**config.mk**
```make
export PLATFORM = sky130hd
export DESIGN_NAME = sd_pack_c
export DESIGN_NICKNAME = d
export VERILOG_FILES = /design/src/rtl/sd_pack_c_pkg.sv /design/src/rtl/sd_pack_c_output.sv /design/src/rtl/sd_pack_c.sv
export SDC_FILE = /design/constraint.sdc
export NUM_CORES = 1
export LEC_CHECK = 0
export CAP_MARGIN = 30
export CORE_ASPECT_RATIO = 1.1
export CORE_UTILIZATION = 54
export DETAILED_ROUTE_END_ITERATION = 6
export PLACE_DENSITY = 0.79
export SLEW_MARGIN = 40
export SYNTH_ARGS = -nofsm -noshare
export SYNTH_HDL_FRONTEND = slang
export SYNTH_HIERARCHICAL = 1
export SYNTH_SLANG_ARGS = --single-unit
```
**constraint.sdc**
```tcl
create_clock -name clk -period 2.9 [get_ports clk]
set_input_delay 0.58 -clock clk [delete_from_list [all_inputs] [get_ports clk]]
set_output_delay 0.58 -clock clk [all_outputs]
set_load 0.05 [all_outputs]
```
**src/rtl/sd_pack_c_pkg.sv**
```systemverilog
// Shared helpers for the sd_pack_c width-packing stage.
// Lane-index sizing lives here so the top and the bench agree on it.
package sd_pack_c_pkg;

    localparam int RATIO_MIN = 2;
    localparam int RATIO_MAX = 16;

    // Lane counter width; never narrower than one bit.
    function automatic int lane_idx_bits(input int r);
        int b;
        b = $clog2(r);
        return (b < 1) ? 1 : b;
    endfunction

endpackage

```
**src/rtl/sd_pack_c_output.sv**
```systemverilog
// Registered srdy/drdy output stage: one word of storage.
// It accepts a new word whenever it is empty or its current word is being taken.
module sd_pack_c_output #(
    parameter int width = 8
) (
    input  logic             clk,
    input  logic             reset,
    input  logic             ic_srdy,
    output logic             ic_drdy,
    input  logic [width-1:0] ic_data,
    output logic             p_srdy,
    input  logic             p_drdy,
    output logic [width-1:0] p_data
);

    logic             srdy_q, srdy_d;
    logic [width-1:0] data_q, data_d;

    assign ic_drdy = !srdy_q || p_drdy;

    always_comb begin
        srdy_d = srdy_q;
        data_d = data_q;
        if (ic_srdy && ic_drdy) begin
            srdy_d = 1'b1;
            data_d = ic_data;
        end else if (p_drdy) begin
            srdy_d = 1'b0;
        end
    end

    always_ff @(posedge clk) begin
        if (!reset) begin
            srdy_q <= 1'b0;
            data_q <= '0;
        end else begin
            srdy_q <= srdy_d;
            data_q <= data_d;
        end
    end

    assign p_srdy = srdy_q;
    assign p_data = data_q;

endmodule

```
**src/rtl/sd_pack_c.sv**
```systemverilog
// Packs `ratio` narrow beats into one wide word; c_last closes a word early.
// The packed word and its lane-valid mask travel together through the output stage.
module sd_pack_c
    import sd_pack_c_pkg::*;
#(
    parameter int width = 8,
    parameter int ratio = 4
) (
    input  logic                   clk,
    input  logic                   reset,
    input  logic                   c_srdy,
    output logic                   c_drdy,
    input  logic [width-1:0]       c_data,
    input  logic                   c_last,
    output logic                   p_srdy,
    input  logic                   p_drdy,
    output logic [width*ratio-1:0] p_data,
    output logic [ratio-1:0]       p_mask
);

    localparam int              CNT_W    = lane_idx_bits(ratio);
    localparam int              WORD_W   = width * ratio;
    localparam logic [CNT_W-1:0] CNT_LAST = CNT_W'(ratio - 1);

    logic [WORD_W-1:0] acc_q, acc_d, word_d;
    logic [ratio-1:0]  acc_mask_q, acc_mask_d, mask_d;
    logic [CNT_W-1:0]  cnt_q, cnt_d;

    logic close_pending;
    logic accept;
    logic close;
    logic out_drdy;
    logic [WORD_W+ratio-1:0] out_word;

    // A closing beat may only wait on the output register; all others go straight in.
    assign close_pending = (cnt_q == CNT_LAST) || (c_srdy && c_last);
    assign c_drdy        = reset && (!close_pending || out_drdy);
    assign accept        = c_srdy && c_drdy;
    assign close         = accept && close_pending;

    always_comb begin
        word_d                             = acc_q;
        word_d[int'(cnt_q)*width +: width] = c_data;
        mask_d                             = acc_mask_q;
        mask_d[cnt_q]                      = 1'b1;

        acc_d      = acc_q;
        acc_mask_d = acc_mask_q;
        cnt_d      = cnt_q;
        if (accept) begin
            acc_d = word_d;
            if (close) begin
                acc_mask_d = '0;
                cnt_d      = '0;
            end else begin
                acc_mask_d = mask_d;
                cnt_d      = cnt_q + CNT_W'(1);
            end
        end
    end

    always_ff @(posedge clk) begin
        if (!reset) begin
            acc_q      <= '0;
            acc_mask_q <= '0;
            cnt_q      <= '0;
        end else begin
            acc_q      <= acc_d;
            acc_mask_q <= acc_mask_d;
            cnt_q      <= cnt_d;
        end
    end

    sd_pack_c_output #(
        .width (WORD_W + ratio)
    ) u_output (
        .clk     (clk),
        .reset   (reset),
        .ic_srdy (close),
        .ic_drdy (out_drdy),
        .ic_data ({mask_d, word_d}),
        .p_srdy  (p_srdy),
        .p_drdy  (p_drdy),
        .p_data  (out_word)
    );

    assign {p_mask, p_data} = out_word;

endmodule

```
==> results of run 1 <==
critical path, stage by stage (launching register included):
cell and delay (ns):
dfxtp_1 0.57, inv_2 0.20, ha_1 0.49, nand4bb_1 0.37
nor2_2 0.34, a22o_1 0.20, nand2_1 0.05, mux2i_1 0.14
state kept, by name, indices dropped and copies added (netlist names):
register         flops
u_output/p_srdy      1
u_output/p_data     36
cnt_q                2
acc_q               32
acc_mask_q           4
layer usage:
layer / vias up / share of wire, % / global-route usage [%]
li1: 1407 / - / -
met1: 1386 / 44 / 30.2
met2: 100 / 48 / 41.3
met3: 20 / 5.5 / 4.32
met4: 0 / 2.5 / 11.4
met5: - / 0 / 0
cell usage after synthesis (all sizes together) (2+ instances only):
cell,number
nand2,94
dfxtp,75
mux2i,38
a22o,24
buf,20
a32o,17
inv,15
o32ai,14
clkbuf,12
nand3,11
ha,8
o21ai,8
a31oi,7
nor2,6
and3,5
or2,4
nor4,3
and2,2
nand2b,2
nor3,2
power groups by stage:
stage	clock network, mW	logic (mW)	registers, mW
2_1_floorplan	0	0.162	1.09
3_3_place_gp	0	0.229	1.08
3_5_place_dp	0	0.230	1.08
4_1_cts	0.818	0.233	1.05
5_1_grt	0.871	0.257	1.05
6_report	0.801	0.236	1.05
final cells by class:
| type | count | area, sq um |
|---|---|---|
| timing repair buffer | 58 | 582 |
| tap | 80 | 100 |
| clock inverter | 2 | 35.0 |
| fill | 519 | 2040 |
| inverter | 15 | 56.3 |
| multi-input combinational | 253 | 1720 |
| sequential | 75 | 1500 |
| clock buffer | 13 | 159 |
placed cells by master (no fill, tap or decap), drive strengths merged, types with 6 or more instances in the layout:
| cell type | synthesis | layout |
|---|---|---|
| dfxtp | 75 | 75 |
| clkbuf | 12 | 13 |
| clkdlybuf4s50 | 0 | 48 |
| mux2i | 38 | 38 |
| a22o | 24 | 24 |
| a32o | 17 | 17 |
| inv | 15 | 15 |
| nand2 | 94 | 94 |
| a31oi | 7 | 7 |
| o32ai | 14 | 14 |
| nor2 | 6 | 6 |
| nand3 | 11 | 11 |
| buf | 20 | 10 |
| ha | 8 | 8 |
| o21ai | 8 | 8 |
kinds of logic (layout without fill, tap and decap cells):
kind of cell / count (synthesis) / after routing
adder cells (fa/ha/maj): 8 / 8
flip-flops: 75 / 75
AO/OA/AOI/OAI: 75 / 75
buffers and inverters: 47 / 88
multiplexers: 38 / 38
AND/OR/NAND/NOR: 132 / 132
final timing paths:
| path | from | endpoint | slack [ns] | cells past startpoint |
|---|---|---|---|---|
| worst min register to register | u_output/p_data[28] | u_output/p_data[28] | 0.46 | 2 |
| worst min-delay path | u_output/p_data[28] | u_output/p_data[28] | 0.46 | 2 |
| worst max register to register | cnt_q[0] | u_output/p_data[31] | 0.48 | 7 |
| worst max-delay path | cnt_q[0] | u_output/p_data[31] | 0.48 | 7 |
==> flow_summary.yaml, run 1 <==
clocking:
  clk_latency_ns: 0.35
  cts_htree_levels: 3
  cts_tree: "done"
  path_clk_slew_ns: 0.07
  cts-buffers-inserted: 9
  post_cts_resized: 0
  post-cts-setup-buffers: 0
  cts_buffer_depth: 2
  hold_buffers: 0
  cts.sinks: 75
  cts_root_buf: "clkbuf_8"
synthesis:
  synth_edf_count: 0
  synth_compound_area_share_pct: 17.9
  ys_ff_latch: 75
  ys.flop_type: "dfxtp_1"
  synthMuxAreaShare_pct: 10.9
  synth_top_family_by_area: "compound AO/OA/AOI/OAI gates"
  syn-mean-instance-area_sq_um: 9.28
  synth.cell_area_sq_mm: 0.00348
  synth_nets: 396
  synth_area_leader_cell: "dfxtp_1"
  yosysSeqAreaShare_pct: 43.2
  synthCells: 375
  synth_top_cell_area_share_pct: 43.2
  synth.area.top_cells: "dfxtp_1, mux2i_1, nand2_1"
  synthAdderAreaFrac_pct: 2.88
  ys_types: 36
  yosysWarnings: 6
  synth-xor-area-share_pct: 0
  async_reset_ff_share_pct: 0
  synthSimpleGateAreaFrac_pct: 17.6
finish:
  nNetsFinal: 433
  area_growth_pct: 19.4
  final_core_util_pct: 67.1
  design_area_sq_mm: 0.00415
  layout-drive-gt1-share_pct: 9.13
  fin_cells: 496
  antennaDiodeCount: 0
outcome:
  outcome: "complete, no violations"
pwr:
  fin_total_pwr_mw: 2.09
  internal-power_mw: 1.56
  pwr-share-comb_pct: 11.3
  peakVddDrop_mv: 0.301
  power_frac_seq_pct: 50.4
  netSwitchingPower_uw: 527
  power.density_mw_per_mm2: 503
  power.leakage_nw: 1.45
  switching_share_pct: 25.2
  pwr-share-clk_pct: 38.4
timing:
  period_minus_slack_ns: 2.42
  tns_ns: 0
  fin_skew_ns: 0.00584
  hold_ws_ns: 0.460
  fin_crit_sh_pct: 83.4
  setup_ws_ns: 0.480
  relSlewSlack_pct: 52.3
  finalSetupViolations: 0
  fmax_mhz: 413
  worst_pin_slew_ns: 0.712
  grt_setup_unrepaired: "no"
  finalHoldViolCount: 0
  slew_violations: 0
critical_path:
  path_max_fanout: 18
  worstSetupStartpointType: "flip-flop"
  crit_required_ns: 3.18
  endpoint_kind: "flip-flop"
  crit_arrival_ns: 2.70
  path_class: "flip-flop to flip-flop"
detailed_routing:
  drc: 0
  ant_nets: 0
  dr_total_vias: 2913
  wl_per_cell_um: 15.4
  first_pass_iters: 5
  avgViaCountPerCell: 5.87
  drt-total-wl_mm: 7.66
  drt-initial-drc-count: 224
die:
  pin_count: 51
  dieArea_sq_mm: 0.00677
  die_h_um: 86.2
  rows: 30
  initial_core_util_pct: 56.2
  core_area_sq_mm: 0.00619
  die_x_um: 78.5
place:
  io_buffer_count: 50
  dpl.hpwl_mm: 4.93
  placed_cells: 481
  place_congestion: 0.822
  dp_slack_ns: 0.395
  post_dp_cell_area_sq_mm: 0.00396
run:
  maxCapViolations: 0
grt:
  grt_pass1_wl_mm: 12.9
  grt_pass1_vias: 2763
  grt_max_degree: 99
  grt-ovfl-total: 0
  track_usage_pct: 24.5
  antenna_found_initial: 0
hold_path:
  holdCritPathClass: "flip-flop to flip-flop"
Power figures use the tool's default switching activity.
==> inputs of run 2 (changes only) <==
CORE_UTILIZATION = 49   (was 54)
PLACE_DENSITY = 0.76   (was 0.79)
clock period = 2 ns   (was 2.9 ns; I/O delays follow)
==> flow_summary.yaml, run 2 (synthesis gave the netlist of run 1 again) <==
outcome:
  outcome: "complete, no violations"
clocking:
  cts_tree: "done"
  clk_latency_ns: 0.35
  cts_buffer_depth: 2
  cts_htree_levels: 3
  cts-buffers-inserted: 9
  cts_root_buf: "clkbuf_8"
  cts.sinks: 75
  path_clk_slew_ns: 0.08
timing:
  setup_ws_ns: 0.0762
  period_minus_slack_ns: 1.92
  fin_skew_ns: 0.00475
  hold_ws_ns: 0.457
  slew_violations: 0
  worst_pin_slew_ns: 0.499
  grt_setup_unrepaired: "no"
  relSlewSlack_pct: 66.6
  fin_crit_sh_pct: 96.2
  finalHoldViolCount: 0
  finalSetupViolations: 0
  fmax_mhz: 520
detailed_routing:
  wl_per_cell_um: 14.9
  first_pass_iters: 4
  drc: 0
  avgViaCountPerCell: 5.70
  drt-initial-drc-count: 208
  ant_nets: 0
  dr_total_vias: 2945
  drt-total-wl_mm: 7.71
die:
  die_x_um: 82.3
  pin_count: 51
  die_h_um: 90.4
  initial_core_util_pct: 51.8
  rows: 31
  dieArea_sq_mm: 0.00744
  core_area_sq_mm: 0.00671
hold_path:
  holdCritPathClass: "flip-flop to flip-flop"
grt:
  met1_usage_pct: 28.3
  grt-ovfl-total: 0
  track_usage_pct: 22.5
  antenna_found_initial: 0
  met3_usage_pct: 6.67
  grt_pass1_vias: 2781
  grt_max_degree: 100
  met2_usage_pct: 35.4
  top_usage_layer: "met2"
  grt_pass1_wl_mm: 12.9
place:
  dp_slack_ns: -0.0658
  io_buffer_count: 50
  dpl.hpwl_mm: 5.18
  place_congestion: 0.840
finish:
  nNetsFinal: 451
  fill_cells: 544
  antennaDiodeCount: 0
  final_common_cell: "nand2_1"
  layout-drive-gt1-share_pct: 15.2
  area_growth_pct: 26.1
  layout_common_cells: "nand2_1, dfxtp_1, clkdlybuf4s50_1, mux2i_1, a22o_1"
  largest_reg_flops: 36
critical_path:
  endpoint_kind: "output port"
  path_class: "flip-flop to output port"
  path_max_fanout: 8
  crit_arrival_ns: 1.52
  crit_required_ns: 1.60
  worstSetupStartpointType: "flip-flop"
pwr:
  power.leakage_nw: 1.55
  peakVddDrop_mv: 0.377
  power.density_mw_per_mm2: 711
run:
  maxCapViolations: 0
run 2: area by class of cell:
| class | instances | area (sq um) | area share (%) |
|---|---|---|---|
| Multi-Input combinational cell | 253 | 1760 | 40.0 |
| Timing Repair Buffer | 76 | 763 | 17.4 |
| Inverter | 15 | 56.3 | 1.28 |
| Clock buffer | 12 | 155 | 3.54 |
| Tap cell | 82 | 103 | 2.34 |
| Clock inverter | 4 | 48.8 | 1.11 |
| Sequential cell | 75 | 1500 | 34.3 |
run 2: power by group:
part	internal, mW	leakage [nW]	total, mW	switching [mW]
logic	0.146	0.841	0.388	0.242
clock network	0.643	0.106	1.21	0.566
registers	1.51	0.606	1.52	0.00723
run 2: critical path, stage by stage (launching register included):
cell and delay, ns:
dfxtp_2 0.33, buf_4 0.17, ha_4 0.19, a21oi_4 0.11, nor2_1 0.06, nor2_2 0.16, buf_12 0.15
run 2: worst paths after layout:
check / startpoint / endpoint / slack (ns) / cells past startpoint
setup reg to reg: cnt_q[0] / u_output/p_data[21] / 0.14 / 8
setup / recovery: cnt_q[0] / c_drdy / 0.08 / 6
hold / removal: u_output/p_data[30] / u_output/p_data[30] / 0.46 / 2
hold reg to reg: u_output/p_data[30] / u_output/p_data[30] / 0.46 / 2
run 2: repair_timing:
item,in CTS,in global routing
gates resized for setup,3,2
setup endpoints to repair,1,7
pin swaps,0,1
hold buffers,0,0
buffers inserted,0,1
run 2: metal layers:
layer  share of wire, %  wire length (um)
met5                  0                 0
met4                2.6               204
met3                5.3               411
met2                 47              3620
met1                 45              3480
run 2: per-stage QoR:
stage	TNS, ns	instance area (sq um)	std cells	utilization (%)	total power [mW]
floorplan	-0.00596	3490	375	-	1.81
global placement	-0.460	4150	500	61.8	1.92
detailed placement	-1.51	4150	500	61.8	1.93
CTS	0	4370	516	65.1	3.12
global route	0	4390	517	65.4	3.24
finish	0	4390	517	65.4	3.12
